===== src/rtl/qspi_rd_bridge.sv =====
// qspi_rd_bridge: QSPI read-slave front end for the qspi2sdram path.
// Decodes Fast Read (0Bh, single output) and Fast Read Quad Output (6Bh),
// captures the address, raises a read request toward the SDRAM side and then
// streams RD_BL words popped from a show-ahead FIFO onto one or four IO lines.
module qspi_rd_bridge #(
   parameter int ADDR_W    = 24,
   parameter int DATA_W    = 16,
   parameter int RD_BL     = 2,
   parameter int DUMMY_CYC = 8
) (
   input  logic              qspi_clk,
   input  logic              rst_n,
   input  logic              csn,
   input  logic [3:0]        io_i,
   output logic [3:0]        io_o,
   output logic [3:0]        io_oe,
   output logic [ADDR_W-1:0] qspi_rd_addr,
   output logic              qspi_rd_req,
   input  logic              qspi_rd_busy,
   output logic              fifo_ren,
   input  logic              fifo_rempty,
   input  logic [DATA_W-1:0] fifo_rdata,
   output logic              underrun
);

   // Counter must reach the longest phase: address, dummy or a single-mode word.
   localparam int MAX_A  = (ADDR_W > DATA_W) ? ADDR_W : DATA_W;
   localparam int MAX_B  = (MAX_A > DUMMY_CYC) ? MAX_A : DUMMY_CYC;
   localparam int CNT_W  = $clog2(MAX_B + 1);
   localparam int WC_W   = (RD_BL > 1) ? $clog2(RD_BL) : 1;
   localparam int WL_S   = DATA_W;
   localparam int WL_Q   = DATA_W / 4;

   typedef enum logic [2:0] {
      S_CMD,
      S_ADDR,
      S_DUMMY,
      S_DATA,
      S_IGNORE
   } state_t;

   state_t              state_q, state_d;
   logic [CNT_W-1:0]    cnt_q, cnt_d;
   logic [WC_W-1:0]     wcnt_q, wcnt_d;
   logic [ADDR_W-2:0]   sr_q, sr_d;
   logic [ADDR_W-1:0]   cur;
   logic                quad_q, quad_d;
   logic [DATA_W-1:0]   out_sr_q, out_sr_d;
   logic [ADDR_W-1:0]   addr_q, addr_d;
   logic                req_q, req_d;
   logic                reload;
   logic                last_bit;

   // Only io_i[0] carries command and address in both supported commands.
   logic                unused_io;
   assign unused_io = ^io_i[3:1];

   // Next-state logic: phase sequencing, address capture, request handshake and word reloads.
   always_comb begin
      state_d  = state_q;
      cnt_d    = cnt_q + CNT_W'(1);
      wcnt_d   = wcnt_q;
      quad_d   = quad_q;
      out_sr_d = out_sr_q;
      addr_d   = addr_q;
      req_d    = req_q;
      reload   = 1'b0;
      cur      = {sr_q, io_i[0]};
      sr_d     = cur[ADDR_W-2:0];
      last_bit = quad_q ? (cnt_q == CNT_W'(WL_Q - 1)) : (cnt_q == CNT_W'(WL_S - 1));

      // Request drops on the first cycle the SDRAM side is free to take it.
      if (req_q && !qspi_rd_busy) begin
         req_d = 1'b0;
      end

      if (csn) begin
         // Deselect aborts everything; the next selection starts a fresh command.
         state_d = S_CMD;
         cnt_d   = '0;
         wcnt_d  = '0;
         req_d   = 1'b0;
      end else begin
         case (state_q)
            S_CMD: begin
               if (cnt_q == CNT_W'(7)) begin
                  cnt_d = '0;
                  if (cur[7:0] == 8'h0B) begin
                     state_d = S_ADDR;
                     quad_d  = 1'b0;
                  end else if (cur[7:0] == 8'h6B) begin
                     state_d = S_ADDR;
                     quad_d  = 1'b1;
                  end else begin
                     state_d = S_IGNORE;
                  end
               end
            end
            S_ADDR: begin
               if (cnt_q == CNT_W'(ADDR_W - 1)) begin
                  addr_d  = cur;
                  req_d   = 1'b1;
                  state_d = S_DUMMY;
                  cnt_d   = '0;
               end
            end
            S_DUMMY: begin
               if (cnt_q == CNT_W'(DUMMY_CYC - 1)) begin
                  reload  = 1'b1;
                  wcnt_d  = '0;
                  state_d = S_DATA;
                  cnt_d   = '0;
               end
            end
            S_DATA: begin
               out_sr_d = quad_q ? (out_sr_q << 4) : (out_sr_q << 1);
               // cnt tracks the clock within the current word here.
               if (last_bit) begin
                  cnt_d = '0;
                  if (wcnt_q == WC_W'(RD_BL - 1)) begin
                     state_d = S_IGNORE;
                  end else begin
                     reload = 1'b1;
                     wcnt_d = wcnt_q + WC_W'(1);
                  end
               end
            end
            S_IGNORE: begin
               cnt_d = cnt_q;
            end
            default: begin
               state_d = S_CMD;
               cnt_d   = '0;
            end
         endcase
      end

      // A reload pops the FIFO head, or substitutes zeros and flags an underrun.
      fifo_ren = reload && !fifo_rempty;
      underrun = reload && fifo_rempty;
      if (reload) begin
         out_sr_d = fifo_rempty ? '0 : fifo_rdata;
      end
   end

   // State and datapath registers with asynchronous active-low reset.
   always_ff @(posedge qspi_clk or negedge rst_n) begin
      if (!rst_n) begin
         state_q  <= S_CMD;
         cnt_q    <= '0;
         wcnt_q   <= '0;
         sr_q     <= '0;
         quad_q   <= 1'b0;
         out_sr_q <= '0;
         addr_q   <= '0;
         req_q    <= 1'b0;
      end else begin
         state_q  <= state_d;
         cnt_q    <= cnt_d;
         wcnt_q   <= wcnt_d;
         sr_q     <= sr_d;
         quad_q   <= quad_d;
         out_sr_q <= out_sr_d;
         addr_q   <= addr_d;
         req_q    <= req_d;
      end
   end

   // IO drive decoded from registered state: MSB of the output shifter, on IO1 or IO3..IO0.
   always_comb begin
      io_o  = 4'b0000;
      io_oe = 4'b0000;
      if (state_q == S_DATA) begin
         if (quad_q) begin
            io_o  = out_sr_q[DATA_W-1 -: 4];
            io_oe = 4'b1111;
         end else begin
            io_o[1] = out_sr_q[DATA_W-1];
            io_oe   = 4'b0010;
         end
      end
   end

   assign qspi_rd_addr = addr_q;
   assign qspi_rd_req  = req_q;

endmodule

===== config.mk =====
export PLATFORM = sky130hd
export DESIGN_NAME = qspi_rd_bridge
export DESIGN_NICKNAME = d
export VERILOG_FILES = /design/src/rtl/qspi_rd_bridge.sv
export SDC_FILE = /design/constraint.sdc
export NUM_CORES = 1
export LEC_CHECK = 0
export ABC_AREA = 1
export CAP_MARGIN = 10
export CORE_UTILIZATION = 57
export DETAILED_ROUTE_END_ITERATION = 12
export PLACE_DENSITY_LB_ADDON = 0.15
export SYNTH_ARGS = -nofsm -noshare
export SYNTH_HDL_FRONTEND = slang
export SYNTH_SLANG_ARGS = --single-unit

===== constraint.sdc =====
create_clock -name qspi_clk -period 5.4 [get_ports qspi_clk]
set_input_delay 1.62 -clock qspi_clk [delete_from_list [all_inputs] [get_ports qspi_clk]]
set_output_delay 1.62 -clock qspi_clk [all_outputs]
set_load 0.02 [all_outputs]

==> results of run 1 <==
-- power breakdown --
part	switching [W]	total [W]	leakage (nW)	internal [W]
Clock	0.000209	0.000565	0.131	0.000356
Sequential	0.0000148	0.000588	0.971	0.000573
Combinational	0.0000722	0.000113	1.11	0.0000411
Total	0.000296	0.00127	2.21	0.000970
-- stage by stage --
step	instance area, um2	setup WS, ns	util [%]
4_1_cts	4320	0.564	73.0
2_1_floorplan	3490	1.29	-
3_5_place_dp	4060	0.580	68.5
5_1_grt	4320	0.508	73.0
6_report	4320	0.560	73.0
3_3_place_gp	4060	0.570	68.5
-- cell families (layout without fill, tap and decap cells) --
kind of cell | Yosys count | after routing | synth area share [%]
AOI/OAI and AO/OA | 30 | 30 | 4.44
xor gates and xnor gates | 1 | 1 | 0.251
adders and majority gates | 1 | 1 | 0.358
buffers and inverters | 70 | 127 | 8.85
DFF | 74 | 74 | 53.0
and+or+nand+nor | 266 | 266 | 33.0
-- final timing paths --
check,start,to,slack [ns],depth (start not counted)
max reg2reg,quad_q,out_sr_q[14],3.29,10
min in group asynchronous,rst_n,qspi_rd_addr[9],1.37,1
max in group asynchronous,rst_n,out_sr_q[11],3.06,2
min,sr_q[9],sr_q[10],0.38,0
min reg2reg,sr_q[9],sr_q[10],0.38,0
max,csn,fifo_ren,0.56,5
-- state kept, by name, indices dropped and copies added, names as in the netlist --
signal        cells
sr_q             23
qspi_rd_addr     24
qspi_rd_req       1
out_sr_q         16
cnt_q             5
state_q           3
wcnt_q            1
quad_q            1
-- per-layer routing --
metal	up-vias	global-route usage, %
met1	1330	31.2
met3	10	6.25
met4	0	9.46
met2	78	41.5
met5	-	0
li1	1480	-
-- final cells by class --
| type | instances | area (um2) | area share [%] |
|---|---|---|---|
| Clock buffer | 10 | 128 | 2.95 |
| Clock inverter | 6 | 138 | 3.18 |
| Inverter | 51 | 196 | 4.54 |
| Multi-Input combinational cell | 298 | 1330 | 30.8 |
| Sequential cell | 74 | 1850 | 42.8 |
| Tap cell | 75 | 93.8 | 2.17 |
| Timing Repair Buffer | 60 | 586 | 13.5 |
-- worst max-delay path: cells and delay by family --
| family | cells | cell delay, ns |
|---|---|---|
| simple gates | 2 | 0.29 |
| buf+inv | 3 | 1.31 |
-- layout by cell type (no fill, tap or decap), types with 2 or more instances in the layout --
master,netlist,final
clkbuf_8,0,9
inv_1,46,46
nand2_8,2,2
nor3_1,4,4
o21ai_0,22,22
bufinv_16,0,4
clkdlybuf4s50_1,0,55
nor2_1,33,33
inv_2,3,3
nand2_2,2,2
nor2_2,2,2
a21oi_1,6,6
nand3_1,54,54
dfrtp_1,74,74
buf_4,4,4
inv_4,2,2
nand2_1,163,163
==> reports/metrics.yaml, run 1 <==
clock_network:
  clk_pin_slew_ns: 0.08
  cts-htree-levels: 3
  root_buffer: "clkbuf_8"
  clkSinkCount: 74
  postCtsSetupRepairBufs: 0
  clkLatencyLatePin_ns: 0.35
  cts_buffers: 9
  cts_tree: "done"
  cts_max_path_buffers: 2
  cts.repair.resized: 0
  holdBufCountCts: 0
place:
  numPortBuffers: 56
  hpwl_mm: 4.66
  gp_congestion: 0.838
  place_inst: 558
route:
  vias: 2898
  wl_met2_mm: 3.34
  ant_nets: 0
  wire_per_inst_um: 12.2
  wl_met1_mm: 3.30
  wl_met3_um: 287
  firstDrtPassIters: 4
  first_iter_violations: 217
  highest_layer: "met4"
  totalWireLength_mm: 7.01
  drt-vias-per-instance: 5.05
  drc: 0
floorplanning:
  core_mm2: 0.00592
  initial_core_util_pct: 59.0
  num_io_pins: 60
  rows: 28
  die_area_mm2: 0.00644
  die_h_um: 80.3
  chipWidth_um: 80.3
finish:
  drive_above_1_share_pct: 7.01
  fillers: 446
  layout.nets: 520
  antenna_cells: 0
  finalNonFillerCells: 574
  area_growth_pct: 23.8
worst_setup_path:
  endpoint_kind: "primary output"
  cp_max_fo: 18
  cp_common_cell: "clkdlybuf4s50_1"
  crit_chain: "clkdlybuf4s50_1, inv_2, nand2_8, nor2_1, clkdlybuf4s50_1"
  crit_slowest_cell: "clkdlybuf4s50_1"
  slowest_delay_ns: 0.62
  path_class: "in2out"
  cp.arrival_ns: 3.22
  cp-start-kind: "input port"
  cp.required_ns: 3.78
synth:
  yosysTopAreaCell: "dfrtp_1"
  yosysMostFrequentCell: "nand2_1"
  synth_common_cells: "nand2_1 (163), dfrtp_1 (74), nand3_1 (54), inv_1 (46), nor2_1 (33)"
  synth_top_area_share_pct: 53.0
  syn_inst: 442
  ys_types: 27
  synth.area.top_cells: "dfrtp_1 (53%), nand2_1 (18%), nand3_1 (7.7%)"
  synth-async-reset-ratio_pct: 100
  yosysSeqAreaShare_pct: 53.0
  synth-main-ff-cell: "dfrtp_1"
  synthesis.area_mm2: 0.00349
  synth_edf_count: 0
  syn_nets: 468
  syn_avg_cell_area_um2: 7.90
  ys_seq_elements: 74
  ys_warn_count: 0
timing:
  min_period_ns: 4.84
  max_freq_mhz: 207
  holdWs_ns: 0.379
  post-route-period-util_pct: 89.6
  worst_pin_slew_ns: 0.817
  rsz0062_at_grt: "no"
  clock_skew_ns: 0.0128
  finalSetupViolations: 0
  timing.setup.tns_ns: 0
  hold_violations: 0
  drv_slew: 0
  relSlewSlack_pct: 45.5
pwr:
  leakage_nw: 2.21
  power_w: 0.00127
  powerDensity_mw_per_mm2: 293
  ir_drop_mv: 0.225
global_routing:
  grt_pass1_wl_mm: 12.1
  antenna_found_initial: 0
  gr-usage-all-layers_pct: 24.9
  grt_overflow_total: 0
  grt_max_degree: 46
  grt_pass1_vias: 2756
status:
  status: "completed"
min_path:
  hold_class: "reg2reg"
run:
  max_cap_violations: 0
Note: power is estimated with default switching activity, not from simulation.
==> run 2: changes to the inputs <==
--- a/config.mk
+++ b/config.mk
@@ -7,7 +7,7 @@
 export LEC_CHECK = 0
 export ABC_AREA = 1
 export CAP_MARGIN = 10
-export CORE_UTILIZATION = 57
+export CORE_UTILIZATION = 48
 export DETAILED_ROUTE_END_ITERATION = 12
 export PLACE_DENSITY_LB_ADDON = 0.15
 export SYNTH_ARGS = -nofsm -noshare
==> constraint.sdc (replaced) <==
create_clock -name qspi_clk -period 4.06 [get_ports qspi_clk]
set_input_delay 1.218 -clock qspi_clk [delete_from_list [all_inputs] [get_ports qspi_clk]]
set_output_delay 1.218 -clock qspi_clk [all_outputs]
set_load 0.02 [all_outputs]
==> run 2 against run 1 <==
- sequential cell count unchanged
- sequential share of layout area about the same
- power rose by 23%
- register-to-register slack lost 1.5 ns
- non-clock buffer count grew 3
- global-route usage shrank 3.1 points
- setup slack lost 0.34 ns
- combinational power increased by 39%
- die area increased by 18%
- critical endpoint unchanged
- largest cell class unchanged
- largest power group unchanged
==> reports/metrics.yaml, run 2 (synthesized netlist as in run 1, its figures left out) <==
status:
  status: "completed"
floorplanning:
  die_area_mm2: 0.00762  # +18%
  rows: 30  # +7.1%
  initial_core_util_pct: 50.5  # -8.4 points
  num_io_pins: 60  # unchanged
  core_mm2: 0.00691  # +17%
  chipWidth_um: 87.3  # +8.8%
  die_h_um: 87.3  # +8.8%
min_path:
  holdPathStages: 0  # unchanged
  hp-start: "sr_q[15]"
  whs_endpoint: "sr_q[16]"
  hold_class: "reg2reg"
worst_setup_path:
  cp_max_fo: 3  # -15
  regToRegSetupSlack_ns: 1.80  # -1.49 ns
  r2r_start: "quad_q"
  cp.arrival_ns: 2.62  # -0.60 ns
  cp.required_ns: 2.84  # -0.94 ns
  cp_common_cell: "clkdlybuf4s50_1"
  endpoint_kind: "primary output"
  cp-start-kind: "input port"
  slowest_delay_ns: 0.62  # about the same
  reg2reg_to: "out_sr_q[8]"
  path_class: "in2out"
  crit_slowest_cell: "clkdlybuf4s50_1"
  crit_chain: "clkdlybuf4s50_1, inv_2, nand2_8, nor2_1, clkdlybuf4s50_1"
  reg2reg_depth: 11  # +1
route:
  wire_per_inst_um: 12.2  # -0.36%
  ant_nets: 0  # unchanged
  totalWireLength_mm: 7.28  # +3.8%
  first_iter_violations: 173  # -20%
  vias: 2904  # +0.21%
  drc: 0  # unchanged
  drt-vias-per-instance: 4.86  # -3.8%
  firstDrtPassIters: 4  # unchanged
pwr:
  power_w: 0.00156  # +23%
  leakage_nw: 2.20  # -0.47%
  powerDensity_mw_per_mm2: 362  # +23%
  ir_drop_mv: 0.261  # +16%
finish:
  final_cell_area_mm2: 0.00432  # about the same
  largest_reg_flops: 24  # unchanged
  finalNonFillerCells: 598  # +4.2%
  layout.nets: 523  # +0.58%
  drive_above_1_share_pct: 7.57  # +0.56 points
  layout_common_cells: "nand2_1 (163), dfrtp_1 (74), clkdlybuf4s50_1 (55), nand3_1 (54), inv_1 (46)"
  layout_commonest_cell: "nand2_1"
  area_growth_pct: 23.9  # about the same
  antenna_cells: 0  # unchanged
place:
  numPortBuffers: 56  # unchanged
  gp_congestion: 0.893  # +6.5%
  place_inst: 582  # +4.3%
  hpwl_mm: 4.95  # +6.3%
  place_area_mm2: 0.00411  # +1.2%
timing:
  relSlewSlack_pct: 45.9  # +0.32 points
  timing.setup.tns_ns: 0  # unchanged
  worst_pin_slew_ns: 0.812  # -0.00486 ns
  drv_slew: 0  # unchanged
  hold_violations: 0  # unchanged
  clock_skew_ns: 0.00613  # -0.00670 ns
  finalSetupViolations: 0  # unchanged
  rsz0062_at_grt: "no"
  max_freq_mhz: 261
  min_period_ns: 3.84
  post-route-period-util_pct: 94.5
global_routing:
  grt_pass1_vias: 2948  # +7.0%
  grt_pass1_wl_mm: 12.8  # +5.6%
  antenna_found_initial: 0  # unchanged
  grt_max_degree: 46  # unchanged
  grt_overflow_total: 0  # unchanged
  gr-usage-all-layers_pct: 21.8  # -3.1 points
clock_network:
  cts-htree-levels: 3  # unchanged
  cts_tree: "done"
  holdBufCountCts: 0  # unchanged
  root_buffer: "clkbuf_8"
  postCtsSetupRepairBufs: 0  # unchanged
  clk_pin_slew_ns: 0.07  # about the same
  cts.repair.resized: 0  # unchanged
  clkLatencyLatePin_ns: 0.34  # about the same
  cts_buffers: 9  # unchanged
  clkSinkCount: 74  # unchanged
  cts_max_path_buffers: 2  # unchanged
run:
  max_cap_violations: 0  # unchanged
[run 2: critical path, delay by kind of cell]
kind	cells	cell delay, ns
buffers and inverters	3	1.21
and+or+nand+nor	2	0.18
[run 2: report_power, final]
part / switching (W) / total, W / leakage [nW] / internal [W]
registers: 0.0000214 / 0.000783 / 0.971 / 0.000762
clock network: 0.000275 / 0.000623 / 0.107 / 0.000348
logic: 0.000101 / 0.000157 / 1.12 / 0.0000565
total: 0.000397 / 0.00156 / 2.20 / 0.00117
[run 2: worst max path at each step]
stage                startpoint        to  slack, ns
CTS                         csn  fifo_ren       0.21
global placement            csn  fifo_ren       0.22
detailed placement          csn  fifo_ren       0.22
finish                      csn  fifo_ren       0.22
global route             quad_q  fifo_ren       0.06
floorplan           fifo_rempty  underrun       0.76
[run 2: area by class of cell]
class | count | area [um2]
clock inverter | 6 | 90.1
timing repair buffer | 63 | 608
tap | 96 | 120
clock buffer | 10 | 128
multi-input combinational | 298 | 1330
inverter | 51 | 196
sequential | 74 | 1850
fill | 662 | 2580
[run 2: layer usage]
metal,up-vias,track usage [%],routed length [um]
li1,1479,-,-
met1,1346,27.3,3330
met2,64,35.9,3540
met3,15,4.45,254
met4,0,10.9,157
met5,-,0,0
[run 2: stage by stage]
step	worst slack (ns)	hold WS, ns	utilization (%)
after floorplan	0.756	0.354	-
after global routing	0.0617	0.387	62.6
after global placement	0.224	0.359	59.5
final	0.225	0.380	62.6
after detailed placement	0.225	0.359	59.5
after CTS	0.206	0.380	62.6
==> run 3: changes to the inputs <==
--- a/config.mk
+++ b/config.mk
@@ -7,7 +7,9 @@
 export LEC_CHECK = 0
 export ABC_AREA = 1
 export CAP_MARGIN = 10
-export CORE_UTILIZATION = 48
+export CELL_PAD_IN_SITES_DETAIL_PLACEMENT = 0
+export CELL_PAD_IN_SITES_GLOBAL_PLACEMENT = 1
+export CORE_UTILIZATION = 35
 export DETAILED_ROUTE_END_ITERATION = 12
 export PLACE_DENSITY_LB_ADDON = 0.15
 export SYNTH_ARGS = -nofsm -noshare
==> run 3 against run 2 <==
- register-to-register slack better by 0.19 ns
- non-clock buffer count is 1 higher
- global-route usage is 4.9 points lower
- maximum frequency is 1.3% lower
- critical path type unchanged
- largest power group unchanged
- core utilization is 18 points lower
- final cell count is 6.4% higher
- combinational power hardly changed
- clock skew hardly changed
- clock power is 6.7% lower
- sequential power hardly changed
==> reports/metrics.yaml, run 3 (synthesized netlist as in run 1, its figures left out) <==
status:
  status: "completed"
timing:
  relSlewSlack_pct: 43.0  # -2.8 points
  hold_violations: 0  # unchanged
  post-route-period-util_pct: 95.7  # +1.3 points
  rsz0062_at_grt: "no"
  timing.setup.tns_ns: 0  # unchanged
  clock_skew_ns: 0.00651  # +0.000380 ns
  worst_pin_slew_ns: 0.855  # +0.0424 ns
  drv_slew: 0  # unchanged
  finalSetupViolations: 0  # unchanged
  holdWs_ns: 0.379  # -0.00163 ns
  max_freq_mhz: 257  # -1.3%
  min_period_ns: 3.89  # +0.0518 ns
finish:
  layout_common_cells: "nand2_1 (163), dfrtp_1 (74), clkdlybuf4s50_1 (55), nand3_1 (54), inv_1 (46)"
  layout_commonest_cell: "nand2_1"
  drive_above_1_share_pct: 7.95  # +0.38 points
  antenna_cells: 0  # unchanged
  largest_reg_flops: 24  # unchanged
  area_growth_pct: 25.3
  layout.nets: 524  # +0.19%
floorplanning:
  die_h_um: 102  # +17%
  chipWidth_um: 102  # +17%
  core_mm2: 0.00973  # +41%
  num_io_pins: 60  # unchanged
  die_area_mm2: 0.0104  # +36%
  rows: 36  # +20%
  initial_core_util_pct: 35.9  # -15 points
pwr:
  powerDensity_mw_per_mm2: 348  # -3.9%
  ir_drop_mv: 0.157  # -40%
  leakage_nw: 2.20  # +0.21%
worst_setup_path:
  reg2reg_to: "out_sr_q[3]"
  slowest_delay_ns: 0.65  # +0.03 ns
  reg2reg_depth: 13  # +2
  cp_common_cell: "clkdlybuf4s50_1"
  cp-start-kind: "input port"
  crit_chain: "clkdlybuf4s50_1, inv_2, nand2_8, nor2_1, clkdlybuf4s50_1"
  endpoint_kind: "primary output"
  r2r_start: "cnt_q[0]"
  cp.required_ns: 2.84  # about the same
  cp_max_fo: 9  # +6
  regToRegSetupSlack_ns: 1.99  # +0.19 ns
  crit_slowest_cell: "clkdlybuf4s50_1"
  cp.arrival_ns: 2.67  # +0.05 ns
  path_class: "in2out"
global_routing:
  grt_pass1_vias: 2820  # -4.3%
  gr-usage-all-layers_pct: 17.0  # -4.9 points
  grt_pass1_wl_mm: 13.4  # +4.7%
  grt_overflow_total: 0  # unchanged
  antenna_found_initial: 0  # unchanged
  grt_max_degree: 46  # unchanged
route:
  vias: 2917  # +0.45%
  first_iter_violations: 98  # -43%
  firstDrtPassIters: 4  # unchanged
  drc: 0  # unchanged
  totalWireLength_mm: 7.87  # +8.2%
  drt-vias-per-instance: 4.59  # -5.6%
  wire_per_inst_um: 12.4  # +1.8%
  ant_nets: 0  # unchanged
min_path:
  holdPathStages: 0  # unchanged
  hp-start: "sr_q[20]"
  hold_class: "reg2reg"
  whs_endpoint: "sr_q[21]"
clock_network:
  cts_max_path_buffers: 2  # unchanged
  cts_buffers: 9  # unchanged
  cts-htree-levels: 3  # unchanged
  holdBufCountCts: 0  # unchanged
  clkLatencyLatePin_ns: 0.35  # about the same
  clk_pin_slew_ns: 0.08  # about the same
  cts_tree: "done"
  cts.repair.resized: 0  # unchanged
  clkSinkCount: 74  # unchanged
  root_buffer: "clkbuf_8"
  postCtsSetupRepairBufs: 0  # unchanged
place:
  numPortBuffers: 56  # unchanged
  hpwl_mm: 5.31  # +7.3%
  gp_congestion: 0.820  # -8.2%
run:
  max_cap_violations: 0  # unchanged
-- run 3: cell count changes in the layout (fill, tap and decap cells not counted) --
cell	before	now
clkbuf_1	1	0
buf_12	0	1
bufinv_16	2	1
clkbuf_8	9	10
clkinv_2	1	2
-- run 3: per-layer routing --
layer  GRT usage [%]  routed length, um  vias to the layer above
li1                -                  -                     1486
met1            22.4               3900                     1365
met2            27.2               3610                       52
met3            2.74                183                       14
met4            8.46                181                        0
met5               0                  0                        -
-- run 3: worst max-delay path by stage --
stage | startpoint | end | slack (ns)
final | csn | underrun | 0.17
after global routing | csn | underrun | 0.10
after CTS | csn | underrun | 0.12
after detailed placement | csn | underrun | 0.13
after global placement | csn | underrun | 0.13
after floorplan | fifo_rempty | underrun | 0.76
-- run 3: power by group --
part           internal (W)  switching (W)
combinational     0.0000575       0.000100
clock              0.000302       0.000279
sequential         0.000762      0.0000205
total               0.00112       0.000400
-- run 3: area by class of cell --
cell class              instances  area [um2]
clock inverters                 6        65.1
clock buffers                  10         138
fillers                      1017        5350
flip-flops and latches         74        1850
well taps                     133         166
multi-input cells             298        1330
inverters                      51         196
repair buffers                 64         628
-- run 3: metrics by stage --
step                      instance area, um2  util (%)  setup slack (ns)  instances  power [W]
after floorplan                         3490         -             0.756        442   0.000886
after global placement                  4170      42.9             0.132        620   0.000953
after detailed placement                4170      42.9             0.125        620   0.000955
after CTS                               4380      45.0             0.123        636    0.00155
after global routing                    4380      45.0             0.101        636    0.00160
final                                   4380      45.0             0.173        636    0.00152
-- run 3: critical path: cells and delay by family --
| kind | cells | cell delay (ns) |
|---|---|---|
| buf+inv | 3 | 1.26 |
| simple gates | 2 | 0.19 |
